**config.mk**
```make
export PLATFORM = sky130hd
export DESIGN_NAME = brick_grid_collider
export DESIGN_NICKNAME = d
export VERILOG_FILES = /design/src/rtl/brick_grid_collider.sv
export SDC_FILE = /design/constraint.sdc
export NUM_CORES = 1
export LEC_CHECK = 0
export CAP_MARGIN = 20
export CORE_MARGIN = 2
export CORE_UTILIZATION = 64
export CTS_CLUSTER_SIZE = 28
export DETAILED_ROUTE_END_ITERATION = 12
export PLACE_DENSITY = 0.95
export SLEW_MARGIN = 20
export SYNTH_ARGS = -nofsm -noshare
export SYNTH_HDL_FRONTEND = slang
export SYNTH_SLANG_ARGS = --single-unit
```
**constraint.sdc**
```tcl
create_clock -name clock -period 12.55 [get_ports clock]
set_input_delay 3.1375 -clock clock [delete_from_list [all_inputs] [get_ports clock]]
set_output_delay 3.1375 -clock clock [all_outputs]
set_load 0.02 [all_outputs]
```
**src/rtl/brick_grid_collider.sv**
```systemverilog
// Per-frame brick collision engine: probes the ball's leading edges against an
// alive-bitmap, resolves bounce directions and streams one erase per cleared brick.
module brick_grid_collider #(
   parameter int BRICK_COLS = 10,
   parameter int BRICK_ROWS = 2,
   parameter int BRICK_W    = 16,
   parameter int BRICK_H    = 10,
   parameter int BALL_SIZE  = 2,
   parameter int GRID_Y0    = 0,
   parameter int X_W        = 8,
   parameter int Y_W        = 7,
   localparam int N   = BRICK_COLS * BRICK_ROWS,
   localparam int A_W = $clog2(N),
   localparam int C_W = $clog2(N + 1)
) (
   input  logic           clock,
   input  logic           resetn,
   input  logic           start,
   input  logic [X_W-1:0] ball_x,
   input  logic [Y_W-1:0] ball_y,
   input  logic           dir_right,
   input  logic           dir_down,
   input  logic           load_level,
   output logic           busy,
   output logic           done,
   output logic           hit,
   output logic           new_right,
   output logic           new_down,
   output logic           erase_valid,
   output logic [A_W-1:0] erase_addr,
   output logic [C_W-1:0] bricks_left,
   output logic           level_clear
);
   localparam int PW = X_W + Y_W + 2;
   localparam int NP = 1 << A_W;

   typedef enum logic [3:0] {
      S_IDLE, S_PH, S_PV, S_PC, S_RES, S_ER_H, S_ER_V, S_ER_C, S_DN
   } state_t;

   state_t         state, state_nx;
   logic [X_W-1:0] cx;
   logic [Y_W-1:0] cy;
   logic           cr, cd;
   logic           h_hit, v_hit, c_hit, c_only;
   logic [A_W-1:0] h_addr, v_addr, c_addr;
   logic [N-1:0]   alive;

   logic [X_W:0]   xl;
   logic [Y_W:0]   yl;
   logic           x_uf, y_uf, p_uf, p_hit;
   logic [PW-1:0]  px, py_rel;
   logic [A_W-1:0] p_addr;
   logic [NP-1:0]  alive_ext;

   // One shared probe unit; the state picks which of H/V/C it evaluates.
   // A grid row above GRID_Y0 wraps py_rel to a huge value and falls out of range.
   always_comb begin
      x_uf   = !cr && (cx == '0);
      y_uf   = !cd && (cy == '0);
      xl     = cr ? {1'b0, cx} + (X_W+1)'(BALL_SIZE) : {1'b0, cx} - (X_W+1)'(1);
      yl     = cd ? {1'b0, cy} + (Y_W+1)'(BALL_SIZE) : {1'b0, cy} - (Y_W+1)'(1);
      px     = PW'(xl);
      py_rel = PW'(yl) - PW'(GRID_Y0);
      p_uf   = x_uf || y_uf;
      if (state == S_PH) begin
         py_rel = PW'(cy) - PW'(GRID_Y0);
         p_uf   = x_uf;
      end
      if (state == S_PV) begin
         px   = PW'(cx);
         p_uf = y_uf;
      end
      p_addr    = A_W'((py_rel / PW'(BRICK_H)) * PW'(BRICK_COLS) + px / PW'(BRICK_W));
      alive_ext = NP'(alive);
      p_hit     = !p_uf && (px < PW'(BRICK_COLS * BRICK_W))
                  && (py_rel < PW'(BRICK_ROWS * BRICK_H)) && alive_ext[p_addr];
   end

   assign c_only = c_hit && !h_hit && !v_hit;

   always_comb begin
      state_nx = state;
      case (state)
         S_IDLE: if (start) state_nx = S_PH;
         S_PH:   state_nx = S_PV;
         S_PV:   state_nx = S_PC;
         S_PC:   state_nx = S_RES;
         S_RES: begin
            if (h_hit)       state_nx = S_ER_H;
            else if (v_hit)  state_nx = S_ER_V;
            else if (c_only) state_nx = S_ER_C;
            else             state_nx = S_DN;
         end
         // H and V landing on the same brick erase it only once.
         S_ER_H: state_nx = (v_hit && (v_addr != h_addr)) ? S_ER_V : S_DN;
         S_ER_V: state_nx = S_DN;
         S_ER_C: state_nx = S_DN;
         S_DN:   state_nx = S_IDLE;
         default: state_nx = S_IDLE;
      endcase
      if (load_level) state_nx = S_IDLE;
   end

   assign busy        = (state != S_IDLE);
   assign done        = (state == S_DN);
   assign erase_valid = (state == S_ER_H) || (state == S_ER_V) || (state == S_ER_C);

   always_ff @(posedge clock) begin
      if (!resetn) begin
         state       <= S_IDLE;
         cx          <= '0;
         cy          <= '0;
         cr          <= 1'b0;
         cd          <= 1'b0;
         h_hit       <= 1'b0;
         v_hit       <= 1'b0;
         c_hit       <= 1'b0;
         h_addr      <= '0;
         v_addr      <= '0;
         c_addr      <= '0;
         alive       <= '1;
         bricks_left <= C_W'(N);
         level_clear <= 1'b0;
         hit         <= 1'b0;
         new_right   <= 1'b0;
         new_down    <= 1'b0;
         erase_addr  <= '0;
      end else begin
         state <= state_nx;
         if (load_level) begin
            alive       <= '1;
            bricks_left <= C_W'(N);
            level_clear <= 1'b0;
         end else begin
            if (state_nx == S_PH) begin
               cx <= ball_x;
               cy <= ball_y;
               cr <= dir_right;
               cd <= dir_down;
            end
            if (state == S_PH) begin h_hit <= p_hit; h_addr <= p_addr; end
            if (state == S_PV) begin v_hit <= p_hit; v_addr <= p_addr; end
            if (state == S_PC) begin c_hit <= p_hit; c_addr <= p_addr; end
            if (erase_valid) begin
               alive       <= alive & ~(N'(1) << erase_addr);
               bricks_left <= bricks_left - C_W'(1);
               level_clear <= (bricks_left == C_W'(1));
            end
            if (state_nx == S_ER_H) erase_addr <= h_addr;
            if (state_nx == S_ER_V) erase_addr <= v_addr;
            if (state_nx == S_ER_C) erase_addr <= c_addr;
            if (state_nx == S_DN) begin
               hit       <= h_hit || v_hit || c_only;
               new_right <= cr ^ (h_hit || c_only);
               new_down  <= cd ^ (v_hit || c_only);
            end
         end
      end
   end
endmodule

```
==> results.md <==
* Status: finished clean
* Critical path type: flop to flop
* CP top delay family: simple AND/OR/NAND/NOR gates
* Worst Skew at 0.0115 ns
* Startpoint Class: flop
* RSZ-0062 raised after global routing: false
* CP max-delay cell: dfxtp_1
* Routed wire per std cell at 18.5 um
* Antenna Violating Nets Remaining at 0
* Internal reg-to-reg setup slack at 4.49 ns
* CP max stage delay at 0.67 ns
* Final hold viol count at 0
* Clk root buf: clkbuf_8
* Number of DRC markers in iteration 0 at 492
* Area Growth Syn to Fin at 12.1%
* Largest net degree at the start of global routing at 41
* Worst hold path type: flop to flop
* CTS Buffer Depth at 2
* Fin crit period at 8.06 ns
* Final count of negative-setup-slack endpoints at 0
* Dpl cells at 680
* Die Ht at 90.4 um
* ANT cells at 0
* Vias in the first global route at 4511
* Critical Path End: c_hit
* Chip width at 90.4 um
* Worst reg2reg path endpoint: c_hit
* Port Buffers at 37
* Layout Cells excl Fill at 697
* FF-to-FF path depth at 27
* Synthesized area at 4780 um2
* Clk Latency, worst-skew pair at 0.36 ns
* Worst path most repeated cell: ha_1
* CTS Hold Bufs at 0
* Clock Sinks at 73
* Residual DRC at 0
* Final worst-path cycle share at 64.2%
* Final Total Pwr at 0.891 mW
* Post-synth cell types at 76
* Global-route wire length before repair at 21500 um
* Final #Nets at 629
* Layout cells sized above 1 at 8.03%
* DP Area at 5140 um2
* IO Pins at 38
* Initial antenna violation count at 0
* CP Launch Point: state[2]
* HPWL Detailed at 8930 um
* Crit Path Max Fanout at 15
* EDFF count, synth at 0
* Routability cong. at 0.910
* CP endpoint kind: flop
* Die ar. at 8180 um2
* Initial Util at 65.9%
* Via/cell ratio at 6.66
* WP data required at 12.80 ns
* Max H-tree Level at 3
* Layout filler cell count at 484
* Post-CTS Setup Inserts at 0
* Synth Net Count at 610
* Clock tree from TritonCTS: yes
* Async SR Flop Fraction at 0%
* P per Cell Area at 166 nW/um2
* First-pass DRT Iterations at 5
* Sequential fraction of the synthesis area at 30.6%
* Pins over their slew limit at 0
* Clock Pin Slew Worst Setup and Hold Paths at 0.09 ns
* Post-layout util at 73.9%
* Max Fclk at 124 MHz
* Max VDD drop at 112 uV
* Yosys warnings at 0
* Setup TNS Final at 0 ns
* Core area at 7250 um2
* Post-place setup slack at 4.72 ns
* Num CTS Buffers at 9
* Post-CTS sizing at 0
* Final setup margin at 4.49 ns
* Synth Instances at 574
* Final wirelength at 12900 um
* R2R Path Start: state[2]
* CP Data Arrival Time at 8.30 ns
* WHS at 0.466 ns
* Via count at 4641
* Num rows at 31
* Register bit total from synthesis at 73
* Leakage at 2.02 nW
* GRT Util Overall at 32.2%
* CP Depth at 27
* Critical path buffers and inverters at 1
* Dominant synthesized flop cell: dfxtp_1
* Worst slew pin tran at 1.00 ns
* Syn avg cell area at 8.33 um2
* Rel. slew slack at 32.7%
* MaxCap Viol Count at 0
* Congestion Overflow GR at 0
* Design Area, Final at 5360 um2
per-layer routing:
metal	GRT usage (%)	wire, um
met5	0	0
met4	17.4	490
met3	7.43	1090
met2	53.5	6140
met1	38.6	5200
layout make-up:
type	count	area (um2)	area share [%]
clock buffer	9	124	2.31
clock inverter	7	83.8	1.56
inverter	18	67.6	1.26
multi-input combinational	449	3080	57.5
sequential	73	1460	27.3
tap	99	124	2.31
timing repair buffer	42	415	7.75
worst min-delay path by stage:
stage / start / end / slack [ns] / cells after the start
after global placement: alive[15] / alive[15] / 0.45 / 2
final: alive[19] / alive[19] / 0.47 / 2
after global routing: alive[19] / alive[19] / 0.49 / 2
after detailed placement: alive[19] / alive[19] / 0.45 / 2
after CTS: alive[19] / alive[19] / 0.47 / 2
after floorplan: alive[11] / alive[11] / 0.44 / 2
logic make-up after synthesis:
kind of cell | count (synthesis) | share of synthesized area [%]
fa+ha+maj | 16 | 4.32
xor+xnor | 31 | 6.07
buf+inv | 52 | 4.97
mux | 43 | 10.6
compound gates | 127 | 18.5
flops | 73 | 30.6
simple gates | 232 | 24.9
worst min-delay path: stages (launching register included):
cell	delay (ns)
dfxtp_1	0.31
o21ai_0	0.07
nand2_1	0.05
synthesized netlist by cell type (3+ instances only):
cell type | n | area share (%)
o31ai_1 | 5 | 0.79
nand4_1 | 6 | 0.79
ha_1 | 14 | 3.7
xor2_1 | 11 | 2.0
mux2i_1 | 36 | 7.5
a22oi_1 | 6 | 0.94
nor2_1 | 49 | 3.8
nand3b_1 | 5 | 0.79
o22ai_1 | 3 | 0.39
mux4_2 | 6 | 2.8
a21oi_1 | 23 | 2.4
clkbuf_1 | 20 | 1.6
or3_1 | 5 | 0.65
dfxtp_1 | 73 | 31
nand3_1 | 13 | 1.4
nor3_1 | 16 | 1.7
nand2_1 | 71 | 5.6
buf_6 | 4 | 0.94
nand2b_1 | 5 | 0.65
buf_2 | 7 | 0.73
a21o_1 | 3 | 0.47
nor3b_1 | 4 | 0.63
nor4_1 | 3 | 0.39
xnor2_1 | 19 | 3.5
nor4b_1 | 5 | 0.92
a211oi_1 | 8 | 1.3
nor2b_1 | 28 | 3.7
inv_1 | 17 | 1.3
and3_1 | 3 | 0.39
and2_1 | 4 | 0.52
o21ai_0 | 37 | 3.9
and4_1 | 3 | 0.55
a31oi_1 | 5 | 0.65
o211a_1 | 3 | 0.63
where the power goes:
group	total (mW)	internal, mW	switching (mW)	leakage, nW
Combinational	0.450	0.179	0.271	1.33
Clock	0.196	0.0952	0.101	0.102
Sequential	0.245	0.236	0.00904	0.591
Total	0.891	0.510	0.381	2.02
sequential cells by signal, summed over array words and instances (netlist names):
| name | cells |
|---|---|
| h_hit | 1 |
| erase_addr | 5 |
| hit | 1 |
| alive | 20 |
| level_clear | 1 |
| c_addr | 5 |
| cd | 1 |
| cr | 1 |
| c_hit | 1 |
| new_down | 1 |
| new_right | 1 |
| state | 4 |
| h_addr | 5 |
| cy | 7 |
| v_addr | 5 |
| bricks_left | 5 |
| cx | 8 |
| v_hit | 1 |
placed cells by master, fill, tap and decap left out, types with 6 or more instances in the layout:
| cell type | instances |
|---|---|
| nor2_1 | 48 |
| inv_1 | 17 |
| ha_1 | 14 |
| clkdlybuf4s50_1 | 37 |
| nand3_1 | 13 |
| nor3_1 | 16 |
| clkbuf_8 | 9 |
| a211oi_1 | 8 |
| xnor2_1 | 19 |
| a21oi_1 | 23 |
| nand2_1 | 71 |
| nand4_1 | 6 |
| a22oi_1 | 6 |
| xor2_1 | 11 |
| nor2b_1 | 28 |
| o21ai_0 | 37 |
| dfxtp_1 | 73 |
| mux2i_1 | 36 |
| mux4_2 | 6 |
No activity file was read; power rests on OpenSTA's default activity.
